==> src/rtl/uart_byte_tx.sv <==
// uart_byte_tx: 8N1/8O1/8E1 UART serializer with 2-entry holding buffer.
// Never stalls upstream; drops are flagged on the sticky ovf output.
module uart_byte_tx #(
  parameter int CLK_FREQ   = 50_000_000,
  parameter int BAUD       = 9600,
  parameter bit PARITY_EN  = 1'b0,
  parameter bit PARITY_ODD = 1'b0
) (
  input  logic        clk,
  input  logic        rst_n,
  input  logic [7:0]  tx_data,
  input  logic        tx_flag,
  output logic        tx,
  output logic        busy,
  output logic        tx_done,
  output logic        ovf,
  output logic [15:0] byte_cnt
);

  localparam int BAUD_CNT_MAX = CLK_FREQ / BAUD - 1;
  localparam logic [12:0] BAUD_MAX = 13'(BAUD_CNT_MAX);

  typedef enum logic [2:0] {
    IDLE,
    START,
    DATA,
    PARITY,
    STOP
  } state_t;

  state_t state;
  state_t state_nx;

  logic [7:0]  mem [2];
  logic        wr_ptr;
  logic        rd_ptr;
  logic [1:0]  cnt;
  logic        push;
  logic        pop;
  logic        drop;
  logic [12:0] baud_cnt;
  logic        bit_end;
  logic        frame_end;
  logic [2:0]  bit_idx;
  logic [7:0]  shift;
  logic [7:0]  shift_nx;
  logic        par_bit;
  logic        tx_nx;

  assign bit_end   = (state != IDLE) && (baud_cnt == BAUD_MAX);
  assign frame_end = (state == STOP) && bit_end;
  // Pop in IDLE, or on the last stop cycle so frames run back-to-back.
  assign pop  = (cnt != 2'd0) && ((state == IDLE) || frame_end);
  // A same-edge pop frees a slot even when the buffer is full.
  assign push = tx_flag && ((cnt != 2'd2) || pop);
  assign drop = tx_flag && !push;

  // Holding buffer storage; stale contents are harmless once cnt is 0.
  always_ff @(posedge clk) begin
    if (push) mem[wr_ptr] <= tx_data;
  end

  // Holding buffer pointers and occupancy.
  always_ff @(posedge clk or negedge rst_n) begin
    if (!rst_n) begin
      wr_ptr <= 1'b0;
      rd_ptr <= 1'b0;
      cnt    <= 2'd0;
    end else begin
      if (push) wr_ptr <= ~wr_ptr;
      if (pop)  rd_ptr <= ~rd_ptr;
      unique case ({push, pop})
        2'b10:   cnt <= cnt + 2'd1;
        2'b01:   cnt <= cnt - 2'd1;
        default: cnt <= cnt;
      endcase
    end
  end

  // FSM state register.
  always_ff @(posedge clk or negedge rst_n) begin
    if (!rst_n) state <= IDLE;
    else        state <= state_nx;
  end

  // FSM next-state logic.
  always_comb begin
    state_nx = state;
    unique case (state)
      IDLE: begin
        if (pop) state_nx = START;
      end
      START: begin
        if (bit_end) state_nx = DATA;
      end
      DATA: begin
        if (bit_end && (bit_idx == 3'd7))
          state_nx = PARITY_EN ? PARITY : STOP;
      end
      PARITY: begin
        if (bit_end) state_nx = STOP;
      end
      STOP: begin
        if (bit_end) state_nx = pop ? START : IDLE;
      end
      default: state_nx = IDLE;
    endcase
  end

  // FSM outputs: next shift value and the line level for the next cycle.
  always_comb begin
    shift_nx = shift;
    if (pop)
      shift_nx = mem[rd_ptr];
    else if ((state == DATA) && bit_end)
      shift_nx = {1'b0, shift[7:1]};
    unique case (state_nx)
      START:   tx_nx = 1'b0;
      DATA:    tx_nx = shift_nx[0];
      PARITY:  tx_nx = par_bit;
      default: tx_nx = 1'b1;
    endcase
  end

  // Shift register, parity latch, bit index and baud counter.
  always_ff @(posedge clk or negedge rst_n) begin
    if (!rst_n) begin
      shift    <= 8'h00;
      par_bit  <= 1'b0;
      bit_idx  <= 3'd0;
      baud_cnt <= 13'd0;
    end else begin
      shift <= shift_nx;
      if (pop) par_bit <= (^mem[rd_ptr]) ^ PARITY_ODD;
      if ((state == IDLE) || bit_end) baud_cnt <= 13'd0;
      else                            baud_cnt <= baud_cnt + 13'd1;
      if (state != DATA) bit_idx <= 3'd0;
      else if (bit_end)  bit_idx <= bit_idx + 3'd1;
    end
  end

  // Registered outputs: glitch-free line, status and frame counter.
  always_ff @(posedge clk or negedge rst_n) begin
    if (!rst_n) begin
      tx       <= 1'b1;
      busy     <= 1'b0;
      tx_done  <= 1'b0;
      ovf      <= 1'b0;
      byte_cnt <= 16'h0000;
    end else begin
      tx      <= tx_nx;
      busy    <= (state != IDLE) || (cnt != 2'd0);
      tx_done <= frame_end;
      if (drop)      ovf      <= 1'b1;
      if (frame_end) byte_cnt <= byte_cnt + 16'h0001;
    end
  end

endmodule

==> config.mk <==
export PLATFORM = sky130hd
export DESIGN_NAME = uart_byte_tx
export DESIGN_NICKNAME = d
export VERILOG_FILES = /design/src/rtl/uart_byte_tx.sv
export SDC_FILE = /design/constraint.sdc
export NUM_CORES = 1
export LEC_CHECK = 0
export CORE_AREA = 4 4 76 78
export CTS_BUF_LIST = sky130_fd_sc_hd__clkbuf_16
export CTS_CLUSTER_DIAMETER = 100
export DETAILED_ROUTE_END_ITERATION = 7
export DIE_AREA = 0 0 80 82
export PLACE_DENSITY = 0.83
export SLEW_MARGIN = 15
export SYNTH_ARGS = -nofsm -noshare
export SYNTH_HDL_FRONTEND = slang
export SYNTH_SLANG_ARGS = --single-unit
==> constraint.sdc <==
create_clock -name clk -period 3.77 [get_ports clk]
set_clock_uncertainty 0.2 [all_clocks]
set_input_delay 0.754 -clock clk [delete_from_list [all_inputs] [get_ports clk]]
set_output_delay 0.754 -clock clk [all_outputs]
set_load 0.005 [all_outputs]
After elaboration in Yosys (flattened, before gate mapping). Memories as Yosys holds them, arrays and structs flattened. Cells that the tools add are included.

Register bits: 52. Input bits: 11. Memories: 1. Bits in writable memories: 16.

Bitwise gates (word level): 2. Equal/unequal tests: 13. Muxes and demuxes: 16. $add $sub $neg: 5. Reduce and logical (&&, ||, !) cells: 19.

Memories: mem (words 2, bits a word 8, read ports 1, clocked after Yosys merged registers in 0, wr ports 1, RTL line 34) `logic [7:0] mem [2];`.

Operator list (number): $mux W3 (7); $add A16 B1 Y16 const B (1); $mux W8 (2); $pmux W3 S5 (1); $add A13 B1 Y13 const B (1); $eq A13 B13 Y1 const B (1); $mux W13 (1); $eq A3 B2 Y1 const B (4); $reduce_bool A2 Y1 (4); $reduce_xor A8 Y1 (1); $logic_and A1 B1 Y1 (7); $eq A3 B1 Y1 const B (2); $eq A3 B3 Y1 const B (2); $logic_or A1 B1 Y1 (4); $pmux W2 S2 (1); $add A3 B1 Y3 const B (1); $logic_not A3 Y1 (1); $mux W1 (3); $ne A3 B2 Y1 const B (1); $pmux W1 S3 (1); $reduce_bool A3 Y1 (1); $add A2 B1 Y2 const B (1); $eq A2 B1 Y1 const B (1); $eq A2 B2 Y1 const B (1); 4 further kinds (5).

Depth between registers and ports, before layout. Gate-level depths: netlist of the first run.

Word-level depth: 10. Depth in mapped cells: 9. Depth with buffers taken out: 9.

Worst setup path after synthesis of the first run. No wires, ideal clock.

Kind: reg-to-reg. Start: register baud_cnt[8]. End: register shift[2]. Slack: 1586 ps. Data arrival time: 1858 ps. Path buffers: 0. Library setup time: 126 ps. Cell stages (with the launch flop): 5. Clock period less this slack: 2184 ps. Cells stage by stage: dfrtp_1 -> or4b_4 -> nor4_4 -> nor2_1 -> a221o_1.

Word-level cells in the longest chain between the ends: 6. Elaborated cells between the ends (all ways): 8. Those cells by class: eq/ne (1); mux (1); reduce/logical (6).

RTL lines: start, declared (RTL line 41) `logic [12:0] baud_cnt;`; start signal, assigned (RTL line 136) `else baud_cnt <= baud_cnt + 13'd1;`; $eq A13 B13 Y1 (*) (RTL line 50) `assign bit_end = (state != IDLE) && (baud_cnt == BAUD_MAX);`; $logic_and A1 B1 Y1 (*) (RTL line 50); $logic_and A1 B1 Y1 (RTL line 51) `assign frame_end = (state == STOP) && bit_end;`; $logic_or A1 B1 Y1 (RTL line 53) `assign pop = (cnt != 2'd0) && ((state == IDLE) || frame_end);`; $logic_and A1 B1 Y1 (RTL line 53); $mux W8 or $reduce_bool A2 Y1 (tied branches); end signal, assigned (RTL line 133) `shift <= shift_nx;`; end, declared (RTL line 45) `logic [7:0] shift;`.

Every way passes the cells marked *; elsewhere a longest branch is shown, timed or not. A chain may end at the register's enable or synchronous reset.

Final worst setup path of the first run.
Start: register baud_cnt[0]. End: memory mem[0][1], enable pin.

Word-level cells in the longest chain between the ends: 9.

RTL lines: $eq A13 B13 Y1 (RTL line 50); $logic_and A1 B1 Y1 (RTL line 50); $logic_and A1 B1 Y1 (RTL line 51); $logic_or A1 B1 Y1 (RTL line 53); $logic_and A1 B1 Y1 (RTL line 53); $logic_or A1 B1 Y1 (RTL line 55) `assign push = tx_flag && ((cnt != 2'd2) || pop);`; $logic_and A1 B1 Y1 (RTL line 55); $mux W1 (RTL line 60) `if (push) mem[wr_ptr] <= tx_data;`; $mux W1 (not written as such) (RTL line 60); end, declared (RTL line 34).

No other way between the ends.

==> results of run 1 <==
==> state kept, by name, summed over array words and instances (netlist names) <==
signal,cells
busy,1
ovf,1
mem,16
par_bit,1
baud_cnt,13
byte_cnt,16
bit_idx,3
cnt,2
rd_ptr,1
tx_done,1
wr_ptr,1
state,3
tx,1
shift,8
==> cell usage in the layout, fill, tap and decap left out, types with 2 or more instances in the layout <==
cell,count
a21oi_1,2
a221o_1,6
and4_1,2
clkbuf_16,9
clkdlybuf4s50_1,29
clkinv_2,3
clkinv_4,2
dfrtp_1,51
edfxtp_1,16
ha_1,5
inv_1,7
mux2i_1,13
nand2_1,16
nand2b_1,2
nand3_1,9
nand4_1,7
nand4b_1,2
nor2_1,32
nor3_1,5
nor3b_1,2
nor4_1,2
o21ai_0,4
o21ai_1,3
or3_1,5
xnor2_1,24
xor2_1,13
==> report_power, final <==
| group | internal, uW | switching [uW] |
|---|---|---|
| logic | 252 | 252 |
| clock network | 440 | 291 |
| registers | 912 | 124 |
| total | 1600 | 667 |
==> worst max path at each step <==
stage	endpoint	start	slack, ps
2_1_floorplan	shift[2]$_DFFE_PN0P_	baud_cnt[8]$_DFF_PN0_	1590
3_3_place_gp	mem[1][4]$_DFFE_PP_	baud_cnt[0]$_DFF_PN0_	1060
3_5_place_dp	mem[0][4]$_DFFE_PP_	baud_cnt[0]$_DFF_PN0_	920
4_1_cts	mem[0][3]$_DFFE_PP_	baud_cnt[0]$_DFF_PN0_	900
5_1_grt	mem[0][3]$_DFFE_PP_	baud_cnt[0]$_DFF_PN0_	710
6_report	mem[0][1]$_DFFE_PP_	baud_cnt[0]$_DFF_PN0_	930
==> layer usage <==
layer  track usage, %  vias up  routed length, um
met2             30.4       57               2590
met5                0        -                  0
met1             24.2      965               2400
met3             5.81        7                300
li1                 -      966                  -
met4             7.60        0                 47
==> area by class of cell <==
cell class / instances / area share [%]
Multi-Input combinational cell: 171 / 32.5
Sequential cell: 68 / 48.7
Clock buffer: 9 / 6.16
Tap cell: 70 / 2.39
Inverter: 7 / 0.718
Clock inverter: 7 / 1.20
Timing Repair Buffer: 31 / 8.28
==> worst max-delay path, stage by stage, from the launching register on <==
cell and delay (ps):
dfrtp_1 370, ha_1 300, and4bb_1 270, nand3_1 370, a21boi_1 270, o21ai_1 150
nor2_1 540
==> cell families after synthesis <==
logic type,count (synthesis),synth area share [%]
fa+ha+maj,5,2.07
compound gates,20,4.72
buf+inv,13,1.62
flops,68,59.0
mux,14,4.68
xor+xnor,37,10.7
simple gates,95,17.2
==> per-stage QoR <==
stage | instance area, um^2 | util [%] | hold WS [ps]
after floorplan | 3020 | - | 224
after global placement | 3390 | 66.8 | 234
after detailed placement | 3390 | 66.8 | 252
final | 3660 | 72.1 | 262
after global routing | 3660 | 72.1 | 283
after CTS | 3660 | 72.1 | 266
==> synthesized netlist by cell type (2+ instances only) <==
master / n
dfrtp_1: 51
nor2_1: 32
xnor2_1: 24
edfxtp_1: 16
nand2_1: 16
mux2i_1: 13
xor2_1: 13
nand3_1: 9
inv_1: 7
nand4_1: 7
a221o_1: 6
clkbuf_1: 6
ha_1: 5
nor3_1: 5
or3_1: 5
o21ai_0: 4
o21ai_1: 3
a21oi_1: 2
and4_1: 2
nand2b_1: 2
nand4b_1: 2
nor3b_1: 2
nor4_1: 2
==> flow_metrics.env, run 1 <==
export IMPL_status="completed"
export IMPL_hold_depth=1
export IMPL_total_power_uw=2270
export IMPL_io_buffers=30
export IMPL_async_reset_ff_share_pct=76.5
export IMPL_area_growth_pct=21.1
export IMPL_coreArea_um2=5070
export IMPL_crit_path_end_kind="register"
export IMPL_finalNonFillerCells=363
export IMPL_place_gp_congestion=0.796
export IMPL_cap_violations=0
export IMPL_start_util_pct=59.5
export IMPL_fill_cells=371
export IMPL_grt_pass1_vias=1980
export IMPL_grt_max_degree=33
export IMPL_cts_htree_levels=3
export IMPL_regToRegEndpoint="mem[0][1]$_DFFE_PP_"
export IMPL_drt_iter0_drc=97
export IMPL_wl_per_cell_um=14.7
export IMPL_cts_resized=0
export IMPL_syn_nets=268
export IMPL_die_x_um=80
export IMPL_regArea_um2=1780
export IMPL_dp_hpwl_um=3750
export IMPL_first_pass_iters=4
export IMPL_numClockSinks=68
export IMPL_synth_ff_type="dfrtp_1"
export IMPL_cts_tree="done"
export IMPL_crit_type="reg -> reg"
export IMPL_hold_viol=0
export IMPL_cts_clk_slew_worst_paths_ps=50
export IMPL_yosysWarnings=0
export IMPL_grt_pass1_wl_um=9340
export IMPL_finalSetupTns_ps=0
export IMPL_grt_setup_unrepaired="false"
export IMPL_hold_path_end="byte_cnt[15]$_DFFE_PN0P_"
export IMPL_boundaryPins=31
export IMPL_postCtsHoldBufs=0
export IMPL_route_detailed_drc=0
export IMPL_cts_buffers=9
export IMPL_vias=1995
export IMPL_multi_input_area_um2=1190
export IMPL_postCtsSetupRepairBufs=0
export IMPL_nets=304
export IMPL_diodes=0
export IMPL_ys_seq_area_share_pct=59.0
export IMPL_ys_seq_elements=68
export IMPL_die_area_um2=6560
export IMPL_insertion_delay_ps=320
export IMPL_worst_slew_pin_slew_ps=704
export IMPL_ys_top_cells_by_area="dfrtp_1 42%, edfxtp_1 16%, xnor2_1 7.0%"
export IMPL_dp_cells=347
export IMPL_ys_types=41
export IMPL_drive_above_1_share_pct=7.17
export IMPL_antenna_found_initial=0
export IMPL_r2r_cells=6
export IMPL_reg2reg_from="baud_cnt[0]$_DFF_PN0_"
export IMPL_syn_area_per_cell_um2=12.0
export IMPL_maxSlewViolCount=0
export IMPL_setup_worst_path_start_class="register"
export IMPL_finalSetupViolations=0
export IMPL_wirelength_um=5340
export IMPL_die_h_um=82
export IMPL_via_per_inst=5.50
export IMPL_hold_class="reg -> reg"
export IMPL_yosysTopAreaCell="dfrtp_1"
export IMPL_num_rows=26
export IMPL_synth_edf_count=16
export IMPL_hp_start="byte_cnt[15]$_DFFE_PN0P_"
export IMPL_netlist_area_um2=3020
export IMPL_place_ws_ps=925
export IMPL_antenna_left=0
export IMPL_grt_use_total_pct=19.0
export IMPL_synth_cells=252
export IMPL_powerDensity_nw_per_um2=621
export IMPL_cp_arrival_ps=2590
export IMPL_required_ps=3530
export IMPL_r2r_setup_slack_ps=930
export IMPL_max_slew_margin_rel_pct=53.0
export IMPL_clk_path_buf_depth=2
export IMPL_peakVddDrop_mv=0.399
export IMPL_yosys_area_top_type_share_pct=42.2
export IMPL_cts_root_buf="clkbuf_16"
export IMPL_setup_slack_ps=933
export IMPL_path_max_fanout=12
export IMPL_fin_crit_sh_pct=75.3
export IMPL_power_leakage_uw=0.00156
export IMPL_fmax_mhz=352
export IMPL_grt_overflow_total=0
export IMPL_finalCriticalPeriod_ps=2840
No activity file was read; power rests on OpenSTA's default activity.
==> inputs of run 2 (changes only) <==
Settings changed: CORE_AREA 4 4 76 78 to 4 4 82 84, DIE_AREA 0 0 80 82 to 0 0 86 88, PLACE_DENSITY 0.83 to 0.75.
Clock period 3.77 ns to 2.4 ns, I/O delays scaled along.
==> run 2 against run 1 <==
  * Final area is 3.2% higher
  * Non-clock buffer count grew 9
  * First-iteration DRC count increased by 2.1%
  * Final cell count rose by 3.9%
==> flow_metrics.env, run 2 (same netlist as run 1, synthesis figures left out) <==
export IMPL_dp_hpwl_um=3950
export IMPL_fin_crit_sh_pct=91.8
export IMPL_final_cell_mix="51 x dfrtp_1, 32 x nor2_1, 29 x clkdlybuf4s50_1"
export IMPL_grt_use_met1_pct=21.4
export IMPL_cp_arrival_ps=2250
export IMPL_grt_max_degree=30
export IMPL_grt_overflow_total=0
export IMPL_cts_tree="done"
export IMPL_hold_class="reg -> reg"
export IMPL_route_detailed_drc=0
export IMPL_antenna_found_initial=0
export IMPL_drive_above_1_share_pct=9.93
export IMPL_peakVddDrop_mv=0.543
export IMPL_cts_root_buf="clkbuf_16"
export IMPL_finalCriticalPeriod_ps=2200
export IMPL_grt_setup_unrepaired="false"
export IMPL_start_util_pct=51.0
export IMPL_via_per_inst=5.48
export IMPL_cts_buffers=9
export IMPL_vias=2065
export IMPL_cts_clk_slew_worst_paths_ps=50
export IMPL_die_h_um=88
export IMPL_antenna_left=0
export IMPL_grtUsageMet3_pct=3.29
export IMPL_powerDensity_nw_per_um2=991
export IMPL_die_x_um=86
export IMPL_fmax_mhz=454
export IMPL_crit_path_end_kind="register"
export IMPL_busiest_layer="met2"
export IMPL_status="completed"
export IMPL_io_buffers=30
export IMPL_largest_registers="byte_cnt x16, mem x16, baud_cnt x13"
export IMPL_total_power_uw=3740
export IMPL_area_growth_pct=25.0
export IMPL_required_ps=2450
export IMPL_insertion_delay_ps=330
export IMPL_setup_worst_path_start_class="register"
export IMPL_wirelength_um=5620
export IMPL_crit_type="reg -> reg"
export IMPL_met2_usage_pct=27.3
export IMPL_cts_htree_levels=3
export IMPL_grt_use_total_pct=16.9
export IMPL_coreArea_um2=5920
export IMPL_cap_violations=0
export IMPL_worst_slew_pin_slew_ps=650
export IMPL_diodes=0
export IMPL_utilization_pct=63.8
export IMPL_boundaryPins=31
export IMPL_path_max_fanout=7
export IMPL_finalSetupViolations=0
export IMPL_power_leakage_uw=0.00162
export IMPL_final_common_cell="dfrtp_1"
export IMPL_fill_cells=464
export IMPL_max_slew_margin_rel_pct=56.6
export IMPL_nets=313
export IMPL_numClockSinks=68
export IMPL_drt_iter0_drc=99
export IMPL_clk_path_buf_depth=2
export IMPL_first_pass_iters=6
export IMPL_maxSlewViolCount=0
export IMPL_place_gp_congestion=0.804
export IMPL_wl_per_cell_um=14.9
export IMPL_die_area_um2=7570
export IMPL_num_rows=28
export IMPL_finalSetupTns_ps=0
export IMPL_grt_pass1_wl_um=9720
export IMPL_grt_pass1_vias=2054
export IMPL_hold_viol=0
run 2: cell types whose count changed in the layout (fill, tap and decap cells not counted):
cell / before / now
bufinv_16: 0 / 1
o21ai_1: 3 / 2
nor4b_4: 0 / 1
nor4b_2: 1 / 0
inv_6: 0 / 2
dlygate4sd3_1: 0 / 1
o21ai_2: 0 / 1
buf_4: 1 / 9
clkinv_2: 3 / 1
clkinvlp_4: 1 / 0
run 2: per-stage QoR:
| stage | cell area, um^2 | hold slack, ps | instances | setup WS (ps) |
|---|---|---|---|---|
| final | 3780 | 271 | 377 | 196 |
| after global routing | 3780 | 294 | 377 | 21.2 |
| after CTS | 3760 | 275 | 377 | 125 |
| after detailed placement | 3460 | 252 | 360 | 144 |
| after global placement | 3460 | 236 | 360 | 205 |
| after floorplan | 3020 | -15.6 | 252 | 216 |
run 2: where the power goes:
| part | switching [uW] | internal [uW] |
|---|---|---|
| clock network | 487 | 808 |
| logic | 403 | 424 |
| registers | 194 | 1430 |
run 2: final timing paths:
check / cells past startpoint / slack, ps / to / from
worst max-delay path: 5 / 200 / byte_cnt[11]$_DFFE_PN0P_ / baud_cnt[8]$_DFF_PN0_
worst min-delay path: 1 / 270 / byte_cnt[15]$_DFFE_PN0P_ / byte_cnt[15]$_DFFE_PN0P_
worst max register to register: 5 / 200 / byte_cnt[11]$_DFFE_PN0P_ / baud_cnt[8]$_DFF_PN0_
worst min register to register: 1 / 270 / byte_cnt[15]$_DFFE_PN0P_ / byte_cnt[15]$_DFFE_PN0P_
max in group asynchronous: 3 / 810 / baud_cnt[1]$_DFF_PN0_ / rst_n
min in group asynchronous: 2 / 510 / byte_cnt[6]$_DFFE_PN0P_ / rst_n
run 2: what timing repair did:
item | 4_1_cts | 5_1_grt
gates resized for setup | 0 | 2
buffers inserted | 0 | 0
hold buffers | 1 | 0
setup endpoints to repair | 0 | 3
endpoints found under the hold margin | 16 | 0
run 2: layout make-up:
cell class                      count  area (um^2)  area share [%]
Sequential cell                    68         1780            47.2
Multi-Input combinational cell    171         1200            31.8
Timing Repair Buffer               40          373            9.87
Clock buffer                        9          225            5.96
Tap cell                           75         93.8            2.48
Clock inverter                      7         73.8            1.95
Inverter                            7         26.3           0.696
run 2: critical path: stages (launching register included):
cell     delay, ps
dfrtp_1        440
nor4b_4        340
nand3_1        190
or3_1          530
nor3_1         260
xor2_1         170
run 2: routing by layer:
layer / part of all wire [%] / up-vias
met3: 4.0 / 17
met5: 0 / -
met4: 2.7 / 0
met1: 45 / 1011
met2: 48 / 46
li1: - / 991
==> inputs of run 3 (changes only) <==
Settings changed: CORE_AREA 4 4 82 84 to 4 4 79 88, DIE_AREA 0 0 86 88 to 0 0 83 92, PLACE_DENSITY 0.75 to 0.74, SETUP_SLACK_MARGIN from default to 0.1.
==> run 3 against run 2 <==
  * First-iteration DRC count increased by 53%
  * Power decreased by 3.7%
  * Maximum frequency increased by 0.15%
  * Register-to-register slack about the same
  * Routed wire length decreased by 2.2%
  * Combinational power increased by 0.5%
  * Non-clock buffer count increased by 2
  * Sequential share of layout area increased by 0.097 points
  * Critical endpoint is now shift[3]$_DFFE_PN0P_
==> flow_metrics.env, run 3 (same netlist as run 1, synthesis figures left out) <==
export IMPL_area_growth_pct=24.9
export IMPL_wl_per_cell_um=14.3
export IMPL_largest_registers="byte_cnt x16, mem x16, baud_cnt x13"
export IMPL_finalNonFillerCells=384
export IMPL_grt_pass1_vias=2069
export IMPL_insertion_delay_ps=330
export IMPL_wirelength_um=5490
export IMPL_hold_depth=1
export IMPL_num_rows=30
export IMPL_hp_start="baud_cnt[0]$_DFF_PN0_"
export IMPL_r2r_cells=4
export IMPL_max_slew_margin_rel_pct=68.4
export IMPL_crit_type="reg -> reg"
export IMPL_grt_pass1_wl_um=9720
export IMPL_antenna_found_initial=0
export IMPL_setup_worst_path_start_class="register"
export IMPL_fmax_mhz=454
export IMPL_cts_clk_slew_worst_paths_ps=50
export IMPL_max_stage_delay_ps=590
export IMPL_dp_cells=366
export IMPL_cts_buffers=9
export IMPL_hold_class="reg -> reg"
export IMPL_worst_slew_pin_slew_ps=474
export IMPL_first_pass_iters=4
export IMPL_fin_crit_sh_pct=91.7
export IMPL_grt_max_degree=17
export IMPL_grt_overflow_total=0
export IMPL_regToRegEndpoint="shift[3]$_DFFE_PN0P_"
export IMPL_maxSlewViolCount=0
export IMPL_path_max_fanout=6
export IMPL_utilization_pct=62.1
export IMPL_required_ps=2410
export IMPL_finalSetupTns_ps=0
export IMPL_final_area_um2=3770
export IMPL_grt_setup_unrepaired="true"
export IMPL_crit_path_end_kind="register"
export IMPL_nets=315
export IMPL_coreArea_um2=6080
export IMPL_via_per_inst=5.34
export IMPL_die_x_um=83
export IMPL_powerDensity_nw_per_um2=955
export IMPL_drive_above_1_share_pct=11.8
export IMPL_antenna_left=0
export IMPL_io_buffers=30
export IMPL_worstPathCellList="or4b_4, nor4_4, nor2_1, a221o_1"
export IMPL_diodes=0
export IMPL_vias=2049
export IMPL_cts_root_buf="clkbuf_16"
export IMPL_final_cell_mix="49 x dfrtp_1, 32 x nor2_1, 29 x clkdlybuf4s50_1"
export IMPL_total_power_uw=3610
export IMPL_reg2reg_from="baud_cnt[8]$_DFF_PN0_"
export IMPL_cp_arrival_ps=2210
export IMPL_place_area_um2=3470
export IMPL_drt_iter0_drc=151
export IMPL_final_common_cell="dfrtp_1"
export IMPL_cp_top_family="simple AND/OR/NAND/NOR gates"
export IMPL_status="completed"
export IMPL_start_util_pct=49.7
export IMPL_slowest_stage="or4b_4"
export IMPL_die_h_um=92
export IMPL_clk_path_buf_depth=2
export IMPL_cap_violations=0
export IMPL_grt_use_total_pct=16.1
export IMPL_finalSetupViolations=0
export IMPL_hold_path_end="baud_cnt[0]$_DFF_PN0_"
export IMPL_power_leakage_uw=0.00162
export IMPL_die_area_um2=7640
export IMPL_place_gp_congestion=0.801
export IMPL_cts_htree_levels=3
export IMPL_numClockSinks=68
export IMPL_dp_hpwl_um=4090
export IMPL_route_detailed_drc=0
export IMPL_peakVddDrop_mv=0.623
export IMPL_hold_viol=0
export IMPL_cts_tree="done"
export IMPL_finalCriticalPeriod_ps=2200
export IMPL_r2r_setup_slack_ps=200
export IMPL_boundaryPins=31
export IMPL_worst_path_buf_inv=0
-- run 3: changes by cell type in the layout (fill, tap and decap cells not counted), moves of 2 or more --
cell and delta:
dfrtp_2 +2, inv_4 +2, inv_6 -2, o21ai_1 +2
dfrtp_1 -2, buf_4 +2, clkinv_2 +3
-- run 3: report_power, final --
group	internal, uW	switching [uW]
combinational	436	395
clock	692	469
sequential	1430	185
total	2560	1050
-- run 3: metrics by stage --
stage | hold slack [ps] | setup WS [ps]
2_1_floorplan | -15.6 | 216
3_3_place_gp | 215 | 210
3_5_place_dp | 212 | 143
4_1_cts | 257 | 135
5_1_grt | 276 | 93.5
6_report | 254 | 200
-- run 3: final cells by class --
type                    count  area, um^2
well taps                  80         100
multi-input cells         171        1210
flip-flops and latches     68        1790
inverters                   7        26.3
clock inverters             7        41.3
repair buffers             42         388
fillers                   519        2310
clock buffers               9         225
-- run 3: layer usage --
metal	part of all wire [%]	GRT usage [%]	up-vias
li1	-	-	983
met1	41	19.0	1006
met2	52	26.4	43
met3	3.7	3.68	17
met4	3.6	10.1	0
met5	0	0	-
-- run 3: worst max-delay path by stage --
stage / from / end / cells past startpoint
finish: baud_cnt[8]$_DFF_PN0_ / shift[3]$_DFFE_PN0P_ / 4
global route: baud_cnt[8]$_DFF_PN0_ / tx$_DFF_PN1_ / 5
CTS: baud_cnt[8]$_DFF_PN0_ / byte_cnt[15]$_DFFE_PN0P_ / 5
detailed placement: baud_cnt[8]$_DFF_PN0_ / byte_cnt[15]$_DFFE_PN0P_ / 5
global placement: baud_cnt[8]$_DFF_PN0_ / byte_cnt[15]$_DFFE_PN0P_ / 5
floorplan: baud_cnt[8]$_DFF_PN0_ / shift[2]$_DFFE_PN0P_ / 4
-- run 3: timing repair --
item                                   4_1_cts  5_1_grt
endpoints found under the hold margin       12        0
resized for setup                            0        6
buffers inserted                             0        1
hold buffers                                 1        0
setup endpoints to repair                    0       22
